==> config.mk <==
export PLATFORM = sky130hd
export DESIGN_NAME = pipe_ctrl
export DESIGN_NICKNAME = d
export VERILOG_FILES = /design/src/rtl/pipe_ctrl.sv
export SDC_FILE = /design/constraint.sdc
export NUM_CORES = 1
export LEC_CHECK = 0
export ABC_CLOCK_PERIOD_IN_PS = 1700
export BUFFER_PORTS_ARGS = -buffer_cell sky130_fd_sc_hd__buf_2
export CORE_MARGIN = 1.5
export CORE_UTILIZATION = 35
export DETAILED_ROUTE_END_ITERATION = 16
export SYNTH_ARGS = -nofsm -noshare
export SYNTH_HDL_FRONTEND = slang
export SYNTH_SLANG_ARGS = --single-unit
==> constraint.sdc <==
create_clock -name clk -period 1.7 [get_ports clk]
set_input_delay 0.17 -clock clk [delete_from_list [all_inputs] [get_ports clk]]
set_output_delay 0.17 -clock clk [all_outputs]
set_load 0.02 [all_outputs]
==> src/rtl/pipe_ctrl.sv <==
// Pipeline hazard controller: load-use, taken branch, data-memory wait.
// Drives register enables/flushes and a sticky memory-timeout error.
module pipe_ctrl #(
  parameter int TIMEOUT = 255,
  parameter int CNT_W   = 8
) (
  input  logic        clk,
  input  logic        rst,
  input  logic [4:0]  id_rs1_addr,
  input  logic [4:0]  id_rs2_addr,
  input  logic        id_use_rs1,
  input  logic        id_use_rs2,
  input  logic        ex_mem_read,
  input  logic [4:0]  ex_rd_addr,
  input  logic        mem_branch_taken,
  input  logic        mem_access,
  input  logic        dmem_ready,
  output logic        pc_en,
  output logic        ifid_en,
  output logic        idex_en,
  output logic        exmem_en,
  output logic        ifid_flush,
  output logic        idex_flush,
  output logic        exmem_flush,
  output logic        memwb_flush,
  output logic        err,
  output logic [31:0] stall_cnt
);

  typedef enum logic [1:0] {
    RUN      = 2'd0,
    MEM_WAIT = 2'd1,
    ERR      = 2'd2
  } state_t;

  localparam logic [CNT_W-1:0] TO = CNT_W'(TIMEOUT);

  state_t           state;
  state_t           state_nxt;
  logic [CNT_W-1:0] wait_cnt;
  logic [CNT_W-1:0] wait_cnt_nxt;
  logic             mem_stall;
  logic             load_use;
  logic             rs1_hit;
  logic             rs2_hit;
  logic             freeze;
  logic             halt;

  assign mem_stall = mem_access && !dmem_ready;
  assign rs1_hit   = id_use_rs1 && (id_rs1_addr == ex_rd_addr);
  assign rs2_hit   = id_use_rs2 && (id_rs2_addr == ex_rd_addr);
  assign load_use  = ex_mem_read && (ex_rd_addr != 5'd0)
                     && (rs1_hit || rs2_hit);

  always_ff @(posedge clk or posedge rst) begin
    if (rst) begin
      state    <= RUN;
      wait_cnt <= '0;
    end else begin
      state    <= state_nxt;
      wait_cnt <= wait_cnt_nxt;
    end
  end

  // A dropped mem_access in MEM_WAIT counts as completion
  always_comb begin
    state_nxt    = state;
    wait_cnt_nxt = wait_cnt;
    freeze       = 1'b0;
    halt         = 1'b0;
    unique case (state)
      RUN: begin
        if (mem_stall) begin
          freeze       = 1'b1;
          state_nxt    = MEM_WAIT;
          wait_cnt_nxt = CNT_W'(1);
        end
      end
      MEM_WAIT: begin
        if (mem_stall) begin
          freeze       = 1'b1;
          wait_cnt_nxt = wait_cnt + CNT_W'(1);
          if (wait_cnt == TO)
            state_nxt = ERR;
        end else begin
          state_nxt    = RUN;
          wait_cnt_nxt = '0;
        end
      end
      ERR: halt = 1'b1;
      default: begin
        state_nxt    = RUN;
        wait_cnt_nxt = '0;
      end
    endcase
  end

  always_comb begin
    pc_en       = 1'b1;
    ifid_en     = 1'b1;
    idex_en     = 1'b1;
    exmem_en    = 1'b1;
    ifid_flush  = 1'b0;
    idex_flush  = 1'b0;
    exmem_flush = 1'b0;
    memwb_flush = 1'b0;
    if (rst) begin
      pc_en       = 1'b0;
      ifid_en     = 1'b0;
      idex_en     = 1'b0;
      exmem_en    = 1'b0;
      ifid_flush  = 1'b1;
      idex_flush  = 1'b1;
      exmem_flush = 1'b1;
      memwb_flush = 1'b1;
    end else if (halt) begin
      pc_en    = 1'b0;
      ifid_en  = 1'b0;
      idex_en  = 1'b0;
      exmem_en = 1'b0;
    end else if (freeze) begin
      pc_en       = 1'b0;
      ifid_en     = 1'b0;
      idex_en     = 1'b0;
      exmem_en    = 1'b0;
      memwb_flush = 1'b1;
    end else if (mem_branch_taken) begin
      ifid_flush  = 1'b1;
      idex_flush  = 1'b1;
      exmem_flush = 1'b1;
    end else if (load_use) begin
      pc_en      = 1'b0;
      ifid_en    = 1'b0;
      idex_flush = 1'b1;
    end
  end

  assign err = (state == ERR);

  always_ff @(posedge clk or posedge rst) begin
    if (rst)
      stall_cnt <= '0;
    else if (!pc_en)
      stall_cnt <= stall_cnt + 32'd1;
  end

endmodule

==> results.cfg, run 1 <==
[sta]
period_needed_ns = 1.84
timing.fmax_ghz = 0.544
drv_slew = 0
setup-tns-final_ns = -1.89
finalSetupViolations = 27
rsz_0062_raised_after_global_routing = yes
fin_skew_ns = 0.00706
final_hold_viol_count = 0
final_critical_path_setup_slack_ns = -0.137
slew-limit-headroom = 0.676
layout_worst_path_cycle_share = 1.08
tightest_slew_ns = 0.485
worst_hold_slack_ns = 0.271

[critical_path]
r2r_start = state[1]$_DFFE_PP0P_
worst_path_cell_chain = and2b_2 -> nor3_4 -> buf_4 -> nor3_4 -> a21oi_4 -> buf_12 -> buf_4 -> nor3_4 -> xnor2_1
worst_setup_path_end_kind = register
worst_path_max_delay_cell = sky130_fd_sc_hd__dfrtp_1
critical_path.reg2reg.endpoint = stall_cnt[26]$_DFFE_PP0N_
cp_common_cell = sky130_fd_sc_hd__nor3_4
cp.arrival_ns = 2.01
timing.critical_path.required_ns = 1.88
setup.reg_to_reg.worst_slack_ns = -0.14
criticalPathCategory = register to register
cp_max_fo = 6
worst_r2r_path_depth = 9
worst_path_largest_cell_delay_ns = 0.42
startpoint_type = register

[route]
routed_wirelength_um = 5600
detailedRoute.firstIterationViolations = 127
drt-vias-per-instance = 4.98
route.vias.total = 2016
firstDrtPassIters = 6
ant_nets = 0
drt_drc_violations_left = 0
wl_per_cell_um = 13.8

[yosys]
synthDominantAreaCellType = sky130_fd_sc_hd__dfrtp_1
synth.top_cells.by_area = sky130_fd_sc_hd__dfrtp_1 (47%), sky130_fd_sc_hd__xor2_1 (11%), sky130_fd_sc_hd__xnor2_1 (6.6%)
synthesis.nets = 242
post_synth_inst_count = 217
synth_area_mm2 = 0.00224
synth_sequential_area_ratio = 0.469
synth_top_cell_area_share = 0.469
flop_and_latch_count_out_of_synthesis = 42
yosys.cell_types.count = 39
avgSynthCellArea_um2 = 10.3
yosys_warnings = 0

[global_routing]
largest_net_degree_at_the_start_of_global_routing = 39
grt-ovfl-total = 0
gr-usage-met3 = 0.0378
grt-busiest-layer = met2
globalRouteMet2Util = 0.260
vias_in_the_first_global_route = 1950
global_route.usage.total = 0.169
grt.met1_usage = 0.239
antenna_found_initial = 0
grt_pass1_wl_um = 9640

[clock_tree]
ctsRootBufferMaster = sky130_fd_sc_hd__clkbuf_8
cts.reportedPaths.clkPinSlew_ns = 0.08
tritoncts_num_sinks = 42
cts_inserted_buffers = 5
insertion_delay_ns = 0.29
clock_path_buffers = 2
cts.htree.levels = 2
tritoncts = built

[pwr]
static-leakage-power_nw = 1.62
pwr_density_cell_mw_per_mm2 = 999
netSwitchingFraction = 0.371
seq_power_share = 0.385
power.clock.fraction = 0.188
power_report.internal_total_w = 0.00220
power_switching_w = 0.00130
peakVddDrop_v = 0.000744
power.share.combinational = 0.427

[placement]
place_hpwl_um = 3840
post_dp_cell_area_mm2 = 0.00307
dp.cells = 385
io_buffer_count = 63
globalplace.congestion = 0.768

[cells_and_area]
diodes = 0
fin_util = 0.579
finalNetCount = 354
fill_count = 541
post_route_cells_drive_above_1_share = 0.518
ff_latch_area_mm2 = 0.00106
multi_input_area_mm2 = 0.00142
most-common-layout-cells = sky130_fd_sc_hd__buf_2 (59), sky130_fd_sc_hd__buf_4 (38), sky130_fd_sc_hd__dfrtp_1 (35)
layout_commonest_cell = sky130_fd_sc_hd__buf_2
finalNonFillerCells = 405
area_delta_synth_final_pct = 56.4
layout.cell_area.non_filler_mm2 = 0.00351

[worst_hold_path]
min_to = state[0]$_DFFE_PP0P_
holdPathStages = 3
hp-start = mem_access
timing.hold.worst.class = input pin to register

[die]
io-pin-count = 64
fp-row-count = 28
chipHeight_um = 83.0
initial_utilization = 0.370
core-area_mm2 = 0.00606
die_x_um = 83.0
design.die.area_mm2 = 0.00690

[outcome]
run_status = finished with violations
violations = setup timing

[job]
maxCapViolations = 0
-- power groups by stage --
stage | sequential (W) | clock [W] | combinational [W]
6_report | 0.00135 | 0.000659 | 0.00150
4_1_cts | 0.00135 | 0.000683 | 0.00147
3_5_place_dp | 0.00137 | 0 | 0.00141
3_3_place_gp | 0.00136 | 0 | 0.00139
5_1_grt | 0.00138 | 0.000733 | 0.00161
2_1_floorplan | 0.00166 | 0 | 0.000498
-- critical path, delay by kind of cell, from the launching register on --
kind / cells / cell delay [ns]
flip-flops: 1 / 0.42
XOR/XNOR: 1 / 0.12
AND/OR/NAND/NOR: 4 / 0.53
AO/OA/AOI/OAI: 1 / 0.20
buffers and inverters: 3 / 0.46
-- cell families after synthesis --
| group | after synthesis | synth area share |
|---|---|---|
| mux | 2 | 0.00949 |
| flops | 42 | 0.469 |
| simple gates | 99 | 0.248 |
| xor+xnor | 46 | 0.180 |
| buf+inv | 10 | 0.0301 |
| compound gates | 16 | 0.0530 |
| fa+ha+maj | 2 | 0.0112 |
-- synthesized netlist by cell type --
cell and number:
sky130_fd_sc_hd__buf_4 4, sky130_fd_sc_hd__and2b_1 1, sky130_fd_sc_hd__a41oi_1 1, sky130_fd_sc_hd__nand3b_1 1, sky130_fd_sc_hd__ha_1 2, sky130_fd_sc_hd__clkbuf_1 1, sky130_fd_sc_hd__nand3_2 2, sky130_fd_sc_hd__o21ai_0 4
sky130_fd_sc_hd__mux2i_1 1, sky130_fd_sc_hd__nor2_1 19, sky130_fd_sc_hd__nor3b_4 1, sky130_fd_sc_hd__and3_1 4, sky130_fd_sc_hd__dfrtp_1 42, sky130_fd_sc_hd__or4_1 1, sky130_fd_sc_hd__nor3b_2 1, sky130_fd_sc_hd__buf_6 2
sky130_fd_sc_hd__xnor2_1 17, sky130_fd_sc_hd__o21bai_1 1, sky130_fd_sc_hd__nand2b_1 1, sky130_fd_sc_hd__inv_1 3, sky130_fd_sc_hd__nor3_2 2, sky130_fd_sc_hd__nor3_1 6, sky130_fd_sc_hd__a21oi_1 2, sky130_fd_sc_hd__o21ai_2 1
sky130_fd_sc_hd__a21o_1 1, sky130_fd_sc_hd__nor4b_2 1, sky130_fd_sc_hd__a21boi_4 1, sky130_fd_sc_hd__and3_4 1, sky130_fd_sc_hd__nand4_1 8, sky130_fd_sc_hd__nand3_1 13, sky130_fd_sc_hd__nor4_1 6, sky130_fd_sc_hd__o22ai_1 4
sky130_fd_sc_hd__nor3b_1 1, sky130_fd_sc_hd__and4_1 3, sky130_fd_sc_hd__o22ai_2 1, sky130_fd_sc_hd__nor4b_1 3, sky130_fd_sc_hd__nand2_1 24, sky130_fd_sc_hd__mux2_2 1, sky130_fd_sc_hd__xor2_1 29
-- state kept, by name (all words and copies together) (netlist names) --
signal	cells
stall_cnt	32
wait_cnt	8
state	2
-- through the flow --
step	total power [W]	setup slack (ns)
3_5_place_dp	0.00277	-0.191
4_1_cts	0.00350	-0.151
3_3_place_gp	0.00275	-0.166
5_1_grt	0.00373	-0.210
2_1_floorplan	0.00216	-0.146
6_report	0.00351	-0.137
-- layer usage --
metal | wire length, um | vias up
met4 | 77 | 0
met1 | 2630 | 968
met5 | 0 | -
met3 | 288 | 7
li1 | - | 980
met2 | 2600 | 61
-- what timing repair did --
item                                    4_1_cts  5_1_grt
gates resized for setup                      21       19
hold buffers                                  1        0
gates cloned                                  2        0
endpoints found under the hold margin         4        0
buffers inserted                              3        6
pin swaps                                     4       11
endpoints found under the setup margin       16       39
-- final cells by class --
class,count,area share
clock buffer,7,0.0246
clock inverter,1,0.00143
inverter,3,0.00428
multi-input combinational,165,0.406
sequential,42,0.302
tap,75,0.0268
timing repair buffer,112,0.235
-- how the worst max path moves through the flow --
stage	startpoint	endpoint	slack, ns	depth (start not counted)
floorplan	state[1]$_DFFE_PP0P_	stall_cnt[1]$_DFFE_PP0N_	-0.15	5
global placement	ex_rd_addr[0]	stall_cnt[30]$_DFFE_PP0N_	-0.17	9
detailed placement	ex_rd_addr[0]	stall_cnt[1]$_DFFE_PP0N_	-0.19	7
CTS	state[1]$_DFFE_PP0P_	ifid_en	-0.15	5
global route	state[1]$_DFFE_PP0P_	stall_cnt[16]$_DFFE_PP0N_	-0.21	9
finish	state[1]$_DFFE_PP0P_	stall_cnt[26]$_DFFE_PP0N_	-0.14	9
(Power assumes the default switching activity.)
==> inputs of run 2 (changes only) <==
--- a/config.mk
+++ b/config.mk
@@ -5,7 +5,7 @@
 export SDC_FILE = /design/constraint.sdc
 export NUM_CORES = 1
 export LEC_CHECK = 0
-export ABC_CLOCK_PERIOD_IN_PS = 1700
+export ABC_CLOCK_PERIOD_IN_PS = 1900
 export BUFFER_PORTS_ARGS = -buffer_cell sky130_fd_sc_hd__buf_2
 export CORE_MARGIN = 1.5
 export CORE_UTILIZATION = 35
==> constraint.sdc (replaced) <==
create_clock -name clk -period 1.9 [get_ports clk]
set_input_delay 0.19 -clock clk [delete_from_list [all_inputs] [get_ports clk]]
set_output_delay 0.19 -clock clk [all_outputs]
set_load 0.02 [all_outputs]
==> run 2 against run 1 <==
- the flow still finishes with violations (setup timing)
- combinational power fell by 32%
- sequential power fell by 9%
- via count fell by 6.2%
- sequential share of layout area rose by 4.8 points
- non-clock buffer count fell by 25
- count of clock-buffer cells in the layout fell by 2
- global-route usage fell by 2.1 points
- total power fell by 16%
- critical endpoint is now ifid_en
- routed wire length fell by 7.3%
- critical path depth fell by 4
- clock skew fell by 0.0025 ns
- hold slack improved by 0.12 ns
- critical path type is now register to output port
==> results.cfg, run 2 (synthesis results as in run 1) <==
[outcome]
run_status = finished with violations
violations = setup timing

[route]
detailedRoute.firstIterationViolations = 74
routed_wirelength_um = 5190
route.vias.total = 1891
ant_nets = 0
wl_per_cell_um = 13.7
drt-vias-per-instance = 4.98
firstDrtPassIters = 4
drt_drc_violations_left = 0

[sta]
tightest_slew_ns = 0.472
slew-limit-headroom = 0.685
period_needed_ns = 1.90
timing.fmax_ghz = 0.526
setup-tns-final_ns = -0.00124
drv_slew = 0
finalSetupViolations = 1
layout_worst_path_cycle_share = 1.00
fin_skew_ns = 0.00457
rsz_0062_raised_after_global_routing = yes
final_critical_path_setup_slack_ns = -0.00124
final_hold_viol_count = 0

[job]
maxCapViolations = 0

[pwr]
peakVddDrop_v = 0.000791
pwr_density_cell_mw_per_mm2 = 982
static-leakage-power_nw = 1.38
fin_total_pwr_w = 0.00295

[critical_path]
setup.reg_to_reg.worst_slack_ns = 0.05
worst_r2r_path_depth = 7
r2r_start = stall_cnt[0]$_DFFE_PP0N_
startpoint_type = register
cp_max_fo = 5
worst_path_max_delay_cell = sky130_fd_sc_hd__dfrtp_1
worst_path_largest_cell_delay_ns = 0.42
critical_path_buf_inv_count = 2
worst_path_cell_chain = and2b_2 -> nor3_4 -> a21boi_4 -> buf_8 -> buf_6
setup.worst_path.start = state[1]$_DFFE_PP0P_
cp.arrival_ns = 1.71
critical_path.reg2reg.endpoint = stall_cnt[24]$_DFFE_PP0N_
timing.critical_path.required_ns = 1.71
kind_of_cell_with_the_highest_combined_delay_on_the_critical_path = simple AND/OR/NAND/NOR gates
worst_setup_path_end_kind = output port
criticalPathCategory = register to output port

[clock_tree]
cts_inserted_buffers = 5
tritoncts = built
insertion_delay_ns = 0.30
ctsRootBufferMaster = sky130_fd_sc_hd__clkbuf_8
cts.reportedPaths.clkPinSlew_ns = 0.08
clock_path_buffers = 2
cts.htree.levels = 2
tritoncts_num_sinks = 42

[cells_and_area]
reg_top3 = stall_cnt x32, wait_cnt x8, state x2
finalNetCount = 329
post_route_cells_drive_above_1_share = 0.387
max_ffs_per_register = 32
largest_reg_by_ff_count = stall_cnt
ff_latch_area_mm2 = 0.00105
multi_input_area_mm2 = 0.00119
area_delta_synth_final_pct = 34.0
diodes = 0
fill_count = 577
layout_commonest_cell = sky130_fd_sc_hd__buf_2
most-common-layout-cells = sky130_fd_sc_hd__buf_2 (61), sky130_fd_sc_hd__dfrtp_1 (42), sky130_fd_sc_hd__xor2_1 (29)

[placement]
pre_cts_slack_ns = -0.0204
globalplace.congestion = 0.737
io_buffer_count = 63
place_hpwl_um = 3630

[global_routing]
grt-busiest-layer = met2
grt_pass1_wl_um = 8450
largest_net_degree_at_the_start_of_global_routing = 37
grt-ovfl-total = 0
global_route.usage.total = 0.148
vias_in_the_first_global_route = 1829
grt.met1_usage = 0.195
gr-usage-met3 = 0.0437
globalRouteMet2Util = 0.242
antenna_found_initial = 0

[worst_hold_path]
hp-start = mem_access
min_to = state[0]$_DFFE_PP0P_
holdPathStages = 3
timing.hold.worst.class = input pin to register

[die]
fp-row-count = 28
core-area_mm2 = 0.00606
chipHeight_um = 83.0
design.die.area_mm2 = 0.00690
initial_utilization = 0.370
die_x_um = 83.0
io-pin-count = 64
==> run 2: cell count changes in the layout (fill, tap and decap cells not counted), sizes merged <==
cell    before  now
buf        111   85
clkbuf       7    6
bufinv       0    1
clkinv       1    2
==> run 2: per-layer routing <==
| metal | wire [um] | up-vias |
|---|---|---|
| met2 | 2470 | 39 |
| met3 | 243 | 5 |
| li1 | - | 926 |
| met5 | 0 | - |
| met1 | 2430 | 921 |
| met4 | 42 | 0 |
==> run 2: area by class of cell <==
class,count,area share
clock inverters,3,0.0133
inverters,3,0.00500
multi-input cells,165,0.397
clock buffers,5,0.0229
repair buffers,87,0.181
flip-flops and latches,42,0.350
well taps,75,0.0312
==> run 2: how the worst max path moves through the flow <==
stage / slack, ns / cells after the start / endpoint
4_1_cts: -0.03 / 5 / pc_en
3_5_place_dp: -0.02 / 9 / stall_cnt[30]$_DFFE_PP0N_
5_1_grt: -0.07 / 5 / ifid_en
2_1_floorplan: 0.03 / 7 / stall_cnt[24]$_DFFE_PP0N_
3_3_place_gp: -0.04 / 9 / stall_cnt[30]$_DFFE_PP0N_
6_report: -0.001 / 5 / ifid_en
==> run 2: power by group <==
group,total [W],internal [W],leakage [nW],switching [W]
Clock,0.000703,0.000387,0.0579,0.000316
Sequential,0.00123,0.00106,0.513,0.000170
Combinational,0.00102,0.000441,0.805,0.000579
==> run 2: worst register-to-register path: stages, from the launching register on <==
cell	delay, ns
sky130_fd_sc_hd__dfrtp_1	0.36
sky130_fd_sc_hd__ha_2	0.21
sky130_fd_sc_hd__nand3_2	0.14
sky130_fd_sc_hd__nor4_2	0.25
sky130_fd_sc_hd__a21oi_1	0.12
sky130_fd_sc_hd__buf_4	0.21
sky130_fd_sc_hd__nor4b_4	0.30
sky130_fd_sc_hd__xor2_1	0.19
==> run 2: repair_timing <==
item	CTS	global route
buffers inserted	1	6
cloned	0	1
hold buffers	1	0
pin swaps	0	2
setup endpoints to repair	3	5
endpoints found under the hold margin	6	0
resized for setup	3	17
==> run 2: through the flow <==
step,hold slack (ns),area (um^2),utilization,cells
2_1_floorplan,0.190,2250,-,217
6_report,0.395,3010,0.496,380
4_1_cts,0.386,2870,0.473,374
3_3_place_gp,0.148,2730,0.450,364
3_5_place_dp,0.150,2730,0.450,364
5_1_grt,0.431,3010,0.496,380
==> inputs of run 3 (changes only) <==
--- a/config.mk
+++ b/config.mk
@@ -10,6 +10,7 @@
 export CORE_MARGIN = 1.5
 export CORE_UTILIZATION = 35
 export DETAILED_ROUTE_END_ITERATION = 16
+export PLACE_DENSITY = 0.57
 export SYNTH_ARGS = -nofsm -noshare
 export SYNTH_HDL_FRONTEND = slang
 export SYNTH_SLANG_ARGS = --single-unit
==> run 3 against run 2 <==
- the run now ends clean
- non-clock buffer count rose by 5
- critical path depth rose by 2
- highest routed layer unchanged
- die area did not move
- largest power group unchanged
==> results.cfg, run 3 (synthesis results as in run 1) <==
[outcome]
run_status = finished clean

[sta]
timing.fmax_ghz = 0.533
final_hold_viol_count = 0
slew-limit-headroom = 0.689
fin_skew_ns = 0.00467
layout_worst_path_cycle_share = 0.987
setup-tns-final_ns = 0
period_needed_ns = 1.88
finalSetupViolations = 0
drv_slew = 0
rsz_0062_raised_after_global_routing = yes
final_critical_path_setup_slack_ns = 0.0241
tightest_slew_ns = 0.466

[critical_path]
criticalPathCategory = register to register
startpoint_type = register
cp_max_fo = 8
worst_setup_path_end_kind = register
timing.critical_path.required_ns = 2.12
cp.arrival_ns = 2.09

[global_routing]
vias_in_the_first_global_route = 1913
grt-ovfl-total = 0
largest_net_degree_at_the_start_of_global_routing = 37
antenna_found_initial = 0
global_route.usage.total = 0.157
grt_pass1_wl_um = 8980

[cells_and_area]
largest_reg_by_ff_count = stall_cnt
max_ffs_per_register = 32
finalNonFillerCells = 385
reg_top3 = stall_cnt x32, wait_cnt x8, state x2
area_delta_synth_final_pct = 35.0
fill_count = 595
most-common-layout-cells = sky130_fd_sc_hd__buf_2 (60), sky130_fd_sc_hd__dfrtp_1 (42), sky130_fd_sc_hd__xor2_1 (29)
diodes = 0
ff_latch_area_mm2 = 0.00105
post_route_cells_drive_above_1_share = 0.381
layout_commonest_cell = sky130_fd_sc_hd__buf_2
multi_input_area_mm2 = 0.00117
finalNetCount = 334

[placement]
globalplace.congestion = 0.750
dp.cells = 371
pre_cts_slack_ns = -0.000696
io_buffer_count = 63
place_hpwl_um = 3760

[route]
route.vias.total = 1896
wl_per_cell_um = 13.8
routed_wirelength_um = 5300
firstDrtPassIters = 3
drt-vias-per-instance = 4.92
drt_drc_violations_left = 0
detailedRoute.firstIterationViolations = 91
ant_nets = 0

[die]
initial_utilization = 0.370
design.die.area_mm2 = 0.00690
fp-row-count = 28
core-area_mm2 = 0.00606
chipHeight_um = 83.0
die_x_um = 83.0
io-pin-count = 64

[worst_hold_path]
timing.hold.worst.class = input pin to asynchronous set/reset pin

[pwr]
power.clock.fraction = 0.224
seq_power_share = 0.413
netSwitchingFraction = 0.356
power_report.internal_total_w = 0.00189
static-leakage-power_nw = 1.41
power_switching_w = 0.00105
power.share.combinational = 0.362
pwr_density_cell_mw_per_mm2 = 973
peakVddDrop_v = 0.000642

[job]
maxCapViolations = 0

[clock_tree]
tritoncts = built
clock_path_buffers = 2
insertion_delay_ns = 0.29
ctsRootBufferMaster = sky130_fd_sc_hd__clkbuf_8
cts.htree.levels = 2
cts_inserted_buffers = 5
tritoncts_num_sinks = 42
cts.reportedPaths.clkPinSlew_ns = 0.08
[run 3: final cells by class]
type                       count  area share
clock buffer                   8      0.0364
multi-input combinational    165       0.387
sequential                    42       0.347
inverter                       3     0.00496
tap                           75      0.0310
timing repair buffer          92       0.193
[run 3: path summary, 6_finish.rpt]
kind / slack (ns) / cells past startpoint / from / endpoint
setup / recovery: 0.02 / 7 / state[1]$_DFFE_PP0P_ / stall_cnt[25]$_DFFE_PP0N_
hold / removal: 0.36 / 2 / rst / state[1]$_DFFE_PP0P_
setup reg to reg: 0.02 / 7 / state[1]$_DFFE_PP0P_ / stall_cnt[25]$_DFFE_PP0N_
hold reg to reg: 0.47 / 1 / stall_cnt[31]$_DFFE_PP0N_ / stall_cnt[31]$_DFFE_PP0N_
max in group asynchronous: 0.84 / 3 / rst / stall_cnt[11]$_DFFE_PP0N_
min in group clk: 0.40 / 3 / mem_access / state[0]$_DFFE_PP0P_
[run 3: critical path, stage by stage (launching register included)]
cell                       delay [ns]
sky130_fd_sc_hd__dfrtp_1         0.42
sky130_fd_sc_hd__nor3b_4         0.26
sky130_fd_sc_hd__nor3_4          0.08
sky130_fd_sc_hd__a21boi_4        0.16
sky130_fd_sc_hd__buf_12          0.15
sky130_fd_sc_hd__buf_4           0.14
sky130_fd_sc_hd__nor4_1          0.41
sky130_fd_sc_hd__xor2_1          0.17
[run 3: what timing repair did]
action | 4_1_cts | 5_1_grt
pin swaps | 0 | 1
endpoints found under the setup margin | 3 | 10
cloned | 0 | 1
gates resized for setup | 1 | 12
setup buffers | 1 | 4
hold buffers | 1 | 0
endpoints found under the hold margin | 6 | 0
[run 3: layer usage]
| metal | wire [um] | up-vias | global-route usage |
|---|---|---|---|
| li1 | - | 944 | - |
| met4 | 40 | 0 | 0.0409 |
| met1 | 2540 | 917 | 0.221 |
| met5 | 0 | - | 0 |
| met3 | 204 | 5 | 0.0338 |
| met2 | 2510 | 30 | 0.247 |
[run 3: through the flow]
step / power (W) / utilization / hold WS (ns) / area [um^2]
floorplan: 0.00181 / - / 0.190 / 2250
global placement: 0.00225 / 0.460 / 0.146 / 2790
detailed placement: 0.00227 / 0.460 / 0.145 / 2790
CTS: 0.00295 / 0.482 / 0.383 / 2920
global route: 0.00313 / 0.499 / 0.382 / 3030
finish: 0.00294 / 0.499 / 0.361 / 3030
[run 3: power by group through the flow]
stage	logic [W]	registers [W]	clock network, W
CTS	0.00105	0.00121	0.000684
finish	0.00107	0.00122	0.000661
global route	0.00116	0.00125	0.000713
floorplan	0.000359	0.00146	0
detailed placement	0.00104	0.00123	0
global placement	0.00103	0.00122	0
